## src/rtl/lsu_pkg.sv

```systemverilog
// lsu_pkg: shared definitions for the load/store unit.
//   - RV32I funct3 width/sign codes for loads and stores
//   - controller state enumeration
//   - req_is_bad(): flags misaligned or illegal-funct3 requests
package lsu_pkg;

    localparam logic [2:0] F3_B  = 3'b000;  // LB / SB
    localparam logic [2:0] F3_H  = 3'b001;  // LH / SH
    localparam logic [2:0] F3_W  = 3'b010;  // LW / SW
    localparam logic [2:0] F3_BU = 3'b100;  // LBU (load only)
    localparam logic [2:0] F3_HU = 3'b101;  // LHU (load only)

    typedef enum logic [1:0] {
        ST_IDLE   = 2'd0,
        ST_ACCESS = 2'd1,
        ST_WRITE  = 2'd2,
        ST_RESP   = 2'd3
    } lsu_state_e;

    // Returns 1 when the request must be answered with an error and no memory access.
    function automatic logic req_is_bad(input logic i_we, input logic [2:0] i_f3,
                                        input logic [1:0] i_lo);
        logic v_bad;
        case (i_f3)
            F3_B:    v_bad = 1'b0;
            F3_H:    v_bad = i_lo[0];
            F3_W:    v_bad = (i_lo != 2'b00);
            F3_BU:   v_bad = i_we;              // no unsigned store forms
            F3_HU:   v_bad = i_we | i_lo[0];
            default: v_bad = 1'b1;
        endcase
        return v_bad;
    endfunction

endpackage

```

## src/rtl/lsu_align.sv

```systemverilog
// lsu_align: combinational lane logic for the load/store unit.
//   i_funct3     : access width/sign code
//   i_addr_lo    : byte offset within the word
//   i_rdata      : word read from memory
//   i_wdata      : store data, LSB-aligned
//   o_load_data  : selected lane, sign- or zero-extended
//   o_store_data : i_rdata with the low byte/half of i_wdata merged into the selected lane
module lsu_align
    import lsu_pkg::*;
(
    input  logic [2:0]  i_funct3,
    input  logic [1:0]  i_addr_lo,
    input  logic [31:0] i_rdata,
    input  logic [31:0] i_wdata,
    output logic [31:0] o_load_data,
    output logic [31:0] o_store_data
);

    logic [7:0]  w_byte;
    logic [15:0] w_half;

    // Lane extraction and extension for loads.
    always_comb begin
        w_byte = i_rdata[{i_addr_lo, 3'b000} +: 8];
        w_half = i_addr_lo[1] ? i_rdata[31:16] : i_rdata[15:0];
        case (i_funct3)
            F3_B:    o_load_data = {{24{w_byte[7]}}, w_byte};
            F3_H:    o_load_data = {{16{w_half[15]}}, w_half};
            F3_W:    o_load_data = i_rdata;
            F3_BU:   o_load_data = {24'h000000, w_byte};
            F3_HU:   o_load_data = {16'h0000, w_half};
            default: o_load_data = 32'h0000_0000;
        endcase
    end

    // Read-modify-write merge for sub-word stores.
    always_comb begin
        o_store_data = i_rdata;
        case (i_funct3)
            F3_B:    o_store_data[{i_addr_lo, 3'b000} +: 8] = i_wdata[7:0];
            F3_H:    o_store_data[{i_addr_lo[1], 4'b0000} +: 16] = i_wdata[15:0];
            F3_W:    o_store_data = i_wdata;
            default: o_store_data = i_rdata;
        endcase
    end

endmodule

```

## src/rtl/load_store_unit.sv

```systemverilog
// load_store_unit: single-outstanding RV32I load/store controller for a
// word-addressed data memory with combinational read data.
//   clock, reset                 : clock, async active-high reset
//   req_valid/req_ready          : request handshake (ready only in IDLE)
//   req_we/req_funct3/req_addr/req_wdata : request fields
//   resp_valid/resp_rdata/resp_err       : one-cycle response
//   mem_address/mem_data/mem_wren/mem_q  : data memory port
// Loads respond 2 cycles after accept, SW 2, SB/SH 3 (read-modify-write),
// errors 1 with no memory access.
module load_store_unit
    import lsu_pkg::*;
#(
    parameter int ADDR_W = 8
) (
    input  logic              clock,
    input  logic              reset,
    input  logic              req_valid,
    output logic              req_ready,
    input  logic              req_we,
    input  logic [2:0]        req_funct3,
    input  logic [31:0]       req_addr,
    input  logic [31:0]       req_wdata,
    output logic              resp_valid,
    output logic [31:0]       resp_rdata,
    output logic              resp_err,
    output logic [ADDR_W-1:0] mem_address,
    output logic [31:0]       mem_data,
    output logic              mem_wren,
    input  logic [31:0]       mem_q
);

    lsu_state_e        r_state;
    logic              r_req_ready;
    logic              r_we;
    logic [2:0]        r_funct3;
    logic [1:0]        r_addr_lo;
    logic [31:0]       r_wdata;
    logic              r_resp_valid;
    logic              r_resp_err;
    logic [31:0]       r_resp_rdata;
    logic [ADDR_W-1:0] r_mem_address;
    logic [31:0]       r_mem_data;
    logic              r_mem_wren;

    logic [31:0]       w_load_data;
    logic [31:0]       w_store_data;
    logic              w_unused_addr;

    // Address bits above the memory range wrap around.
    assign w_unused_addr = ^req_addr[31:ADDR_W+2];

    lsu_align u_align (
        .i_funct3     (r_funct3),
        .i_addr_lo    (r_addr_lo),
        .i_rdata      (mem_q),
        .i_wdata      (r_wdata),
        .o_load_data  (w_load_data),
        .o_store_data (w_store_data)
    );

    // Controller FSM; all outputs are registered alongside the state.
    always_ff @(posedge clock or posedge reset) begin
        if (reset) begin
            r_state       <= ST_IDLE;
            r_req_ready   <= 1'b1;
            r_we          <= 1'b0;
            r_funct3      <= 3'b000;
            r_addr_lo     <= 2'b00;
            r_wdata       <= 32'h0000_0000;
            r_resp_valid  <= 1'b0;
            r_resp_err    <= 1'b0;
            r_resp_rdata  <= 32'h0000_0000;
            r_mem_address <= '0;
            r_mem_data    <= 32'h0000_0000;
            r_mem_wren    <= 1'b0;
        end else begin
            case (r_state)
                ST_IDLE: begin
                    if (req_valid) begin
                        r_we          <= req_we;
                        r_funct3      <= req_funct3;
                        r_addr_lo     <= req_addr[1:0];
                        r_wdata       <= req_wdata;
                        r_mem_address <= req_addr[ADDR_W+1:2];
                        r_resp_rdata  <= 32'h0000_0000;
                        r_req_ready   <= 1'b0;
                        if (req_is_bad(req_we, req_funct3, req_addr[1:0])) begin
                            r_state      <= ST_RESP;
                            r_resp_valid <= 1'b1;
                            r_resp_err   <= 1'b1;
                        end else begin
                            r_state <= ST_ACCESS;
                            // SW needs no read, so the write happens during ACCESS.
                            if (req_we && (req_funct3 == F3_W)) begin
                                r_mem_wren <= 1'b1;
                                r_mem_data <= req_wdata;
                            end else begin
                                r_mem_wren <= 1'b0;
                            end
                        end
                    end else begin
                        r_state <= ST_IDLE;
                    end
                end
                ST_ACCESS: begin
                    if (!r_we) begin
                        r_resp_rdata <= w_load_data;
                        r_state      <= ST_RESP;
                        r_resp_valid <= 1'b1;
                    end else if (r_funct3 == F3_W) begin
                        r_mem_wren   <= 1'b0;
                        r_state      <= ST_RESP;
                        r_resp_valid <= 1'b1;
                    end else begin
                        r_mem_data <= w_store_data;
                        r_mem_wren <= 1'b1;
                        r_state    <= ST_WRITE;
                    end
                end
                ST_WRITE: begin
                    r_mem_wren   <= 1'b0;
                    r_state      <= ST_RESP;
                    r_resp_valid <= 1'b1;
                end
                ST_RESP: begin
                    r_resp_valid <= 1'b0;
                    r_resp_err   <= 1'b0;
                    r_resp_rdata <= 32'h0000_0000;
                    r_req_ready  <= 1'b1;
                    r_state      <= ST_IDLE;
                end
                default: begin
                    r_state      <= ST_IDLE;
                    r_req_ready  <= 1'b1;
                    r_resp_valid <= 1'b0;
                    r_resp_err   <= 1'b0;
                    r_mem_wren   <= 1'b0;
                end
            endcase
        end
    end

    assign req_ready   = r_req_ready;
    assign resp_valid  = r_resp_valid;
    assign resp_err    = r_resp_err;
    assign resp_rdata  = r_resp_rdata;
    assign mem_address = r_mem_address;
    assign mem_data    = r_mem_data;
    assign mem_wren    = r_mem_wren;

endmodule

```

## config.mk

```make
export PLATFORM = sky130hd
export DESIGN_NAME = load_store_unit
export DESIGN_NICKNAME = d
export VERILOG_FILES = /design/src/rtl/lsu_pkg.sv /design/src/rtl/lsu_align.sv /design/src/rtl/load_store_unit.sv
export SDC_FILE = /design/constraint.sdc
export NUM_CORES = 1
export LEC_CHECK = 0
export ABC_AREA = 1
export CAP_MARGIN = 20
export CORE_MARGIN = 5
export CORE_UTILIZATION = 45
export CTS_CLUSTER_SIZE = 28
export DETAILED_ROUTE_END_ITERATION = 8
export HOLD_SLACK_MARGIN = 0.08
export PLACE_DENSITY = 0.86
export REMOVE_ABC_BUFFERS = 1
export SYNTH_ARGS = -nofsm -noshare
export SYNTH_HDL_FRONTEND = slang
export SYNTH_SLANG_ARGS = --single-unit
```

## constraint.sdc

```tcl
create_clock -name clock -period 3.4 [get_ports clock]
set_input_delay 0.68 -clock clock [delete_from_list [all_inputs] [get_ports clock]]
set_output_delay 0.68 -clock clock [all_outputs]
set_load 0.02 [all_outputs]
```

==> results.ini <==
[clock_network]
post-cts-setup-buffers = 0
numClockSinks = 100
path_clk_slew_ps = 70
h-tree-depth = 3
cts_tree = done
cts_root_buf = clkbuf_16
cts_made_buffers = 9
clock_insertion_delay_worst_skew_ps = 360
post_cts_resized = 0
clk_path_buf_depth = 2
hold_buffers = 0

[power_and_ir_drop]
pwr-share-comb = 0.630
leakage_nw = 4.31
p_int_w = 0.00427
power.net_switching_w = 0.00432
seqPwrFrac = 0.252
clkPwrFrac = 0.119
power.density_mw_per_mm2 = 1010
peakVddDrop_uv = 539
swShare = 0.503

[synthesis]
synth-edff-count = 0
syn-instance-count = 1054
ys_async_sr_fraction = 1.00
yosysTopAreaCell = dfrtp_1
synth_warnings = 0
synth_ff_type = dfrtp_1
synth_top_area_share = 0.377
synthTopCellsByArea = dfrtp_1 (38%), nand2_1 (26%), nor2_1 (8.3%), nand3_1 (6.4%), o21ai_0 (5.5%)
synth.distinct_cells = 27
synth_seq_cells = 100
synth_area_mm2 = 0.00657
synth-seq-area-share = 0.381
avgSynthCellArea_um2 = 6.23

[global_route]
gr-usage-all-layers = 0.252
grt_pass1_wl_um = 33900
grt_overflow = 0
antenna_found_initial = 0
grt_max_degree = 65
grt_pass1_vias = 6661

[critical_path]
rrSetupSlack_ps = 920
worstSetupStartpoint = r_state[1]
r2r_cells = 9
worstPathRequired_ps = 3700
cp_max_fo = 25
r2r_start = r_state[1]
endpoint = mem_data[12]
crit_path_start_kind = flop
worstPathArrival_ps = 2770
crit_type = flop to flop
endpoint_kind = flop
worstReg2RegEnd = mem_data[12]

[sta]
hold_viol_final = 0
finalSetupViolCount = 0
tns_ps = 0
drv_slew = 0
maxSlewHeadroom = 0.438
fmax_mhz = 404
worst_pin_slew_ps = 842
fin_crit_sh = 0.728
grt_setup_unrepaired = no
fin_crit_ps = 2480
fin_skew_ps = 6.32

[finish]
nNetsFinal = 1293
drive_gt1_frac = 0.0346
n_fill_cell = 1388
syn2layout_area_growth_pct = 29.6
n_antenna_cell = 0
stdcell_area_mm2 = 0.00851

[routing]
ant_nets = 0
dr.pass1.iters = 5
num_vias = 7135
viasPerCell = 5.21
wire_per_inst_um = 15.5
drtIter0Drc = 771
drc_errors = 0
wl_um = 21300

[outcome]
outcome = complete, no violations

[place]
placed_area_mm2 = 0.00822
portBuffers = 156
gp_congestion = 0.940
hpwl_um = 15200

[floorplan]
dieArea_mm2 = 0.0171
start_util = 0.455
die-width_um = 131
die_h_um = 131
ios = 179
rows = 44
core_mm2 = 0.0144

[worst_hold_path]
hp-class = flop to flop

[run]
max_cap_viol_count = 0

## critical path, cell delays in order (launching register included)
cell	delay, ps
dfrtp_1	370
inv_1	100
ha_1	220
inv_1	270
nand2_1	170
a21oi_4	350
nand2_2	410
inv_2	340
nand3_1	110
nand2_1	70
## worst min-delay path by stage
| stage | depth (start not counted) | to | start |
|---|---|---|---|
| final | 2 | resp_rdata[11] | resp_rdata[11] |
| after global routing | 2 | resp_rdata[24] | resp_rdata[24] |
| after CTS | 2 | resp_rdata[30] | resp_rdata[30] |
| after detailed placement | 2 | mem_data[6] | mem_data[6] |
| after global placement | 2 | mem_wren | mem_wren |
| after floorplan | 2 | r_wdata[12] | r_wdata[12] |
## cells in the final DEF (no fill, tap or decap), drive strengths merged, types with 3 or more instances in the layout
cell,netlist,routed
buf,32,16
nand4,9,9
o21ai,80,80
nand3,85,85
a21oi,20,20
inv,74,75
nor3,4,4
clkbuf,24,12
o211ai,11,11
dfrtp,99,99
nand2,453,453
nor2,145,145
clkinv,2,4
clkdlybuf4s50,0,156
ha,9,9
or2,3,3
## power by group through the flow
stage | logic, W | registers (W) | clock network [W]
after floorplan | 0.00272 | 0.00267 | 0
after global placement | 0.00525 | 0.00216 | 0
after detailed placement | 0.00538 | 0.00216 | 0
after CTS | 0.00541 | 0.00215 | 0.00104
after global routing | 0.00601 | 0.00223 | 0.00109
final | 0.00541 | 0.00216 | 0.00102
## Yosys cell counts (2+ instances only)
library cell / n
clkbuf_1: 24
nand2_1: 451
inv_1: 72
o211ai_1: 11
buf_1: 6
nand3_1: 84
buf_6: 4
dfrtp_1: 99
clkinv_1: 2
nor3_1: 4
a21oi_1: 19
inv_2: 2
o21ai_1: 8
nand2_2: 2
nand4_1: 9
or2_2: 3
buf_2: 21
nor2_1: 145
o21ai_0: 72
ha_1: 9
## metrics by stage
stage	hold slack (ps)	utilization	instances	worst slack [ps]	power (W)
after global placement	458	0.570	1354	677	0.00741
after detailed placement	464	0.570	1354	585	0.00754
after floorplan	464	-	998	103	0.00539
final	476	0.590	1370	925	0.00859
after global routing	497	0.590	1370	640	0.00933
after CTS	482	0.590	1370	906	0.00860
## layer usage
| metal | up-vias | GRT usage | part of all wire |
|---|---|---|---|
| li1 | 3552 | - | - |
| met1 | 3245 | 0.339 | 0.43 |
| met2 | 292 | 0.396 | 0.46 |
| met3 | 46 | 0.0545 | 0.081 |
| met4 | 0 | 0.101 | 0.028 |
| met5 | - | 0 | 0 |
## logic make-up after synthesis
group,synth area share
and+or+nand+nor,0.424
buffers and inverters,0.0846
AOI/OAI and AO/OA,0.0930
DFF,0.381
adders and majority gates,0.0172
## registers in the layout, indices dropped and copies added (netlist names)
| signal | count |
|---|---|
| mem_address | 8 |
| mem_data | 32 |
| mem_wren | 1 |
| r_addr_lo | 2 |
| r_funct3 | 3 |
| r_state | 2 |
| r_wdata | 16 |
| r_we | 1 |
| req_ready | 1 |
| resp_err | 1 |
| resp_rdata | 32 |
| resp_valid | 1 |
## final cells by class
cell class                      count  area [um2]  area share
Inverter                           76         288      0.0338
Clock buffer                       12         236      0.0278
Sequential cell                   100        2500       0.294
Clock inverter                      4        48.8     0.00573
Multi-Input combinational cell    822        3510       0.412
Tap cell                          184         230      0.0271
Timing Repair Buffer              172        1690       0.199
No activity file was read; power rests on OpenSTA's default activity.
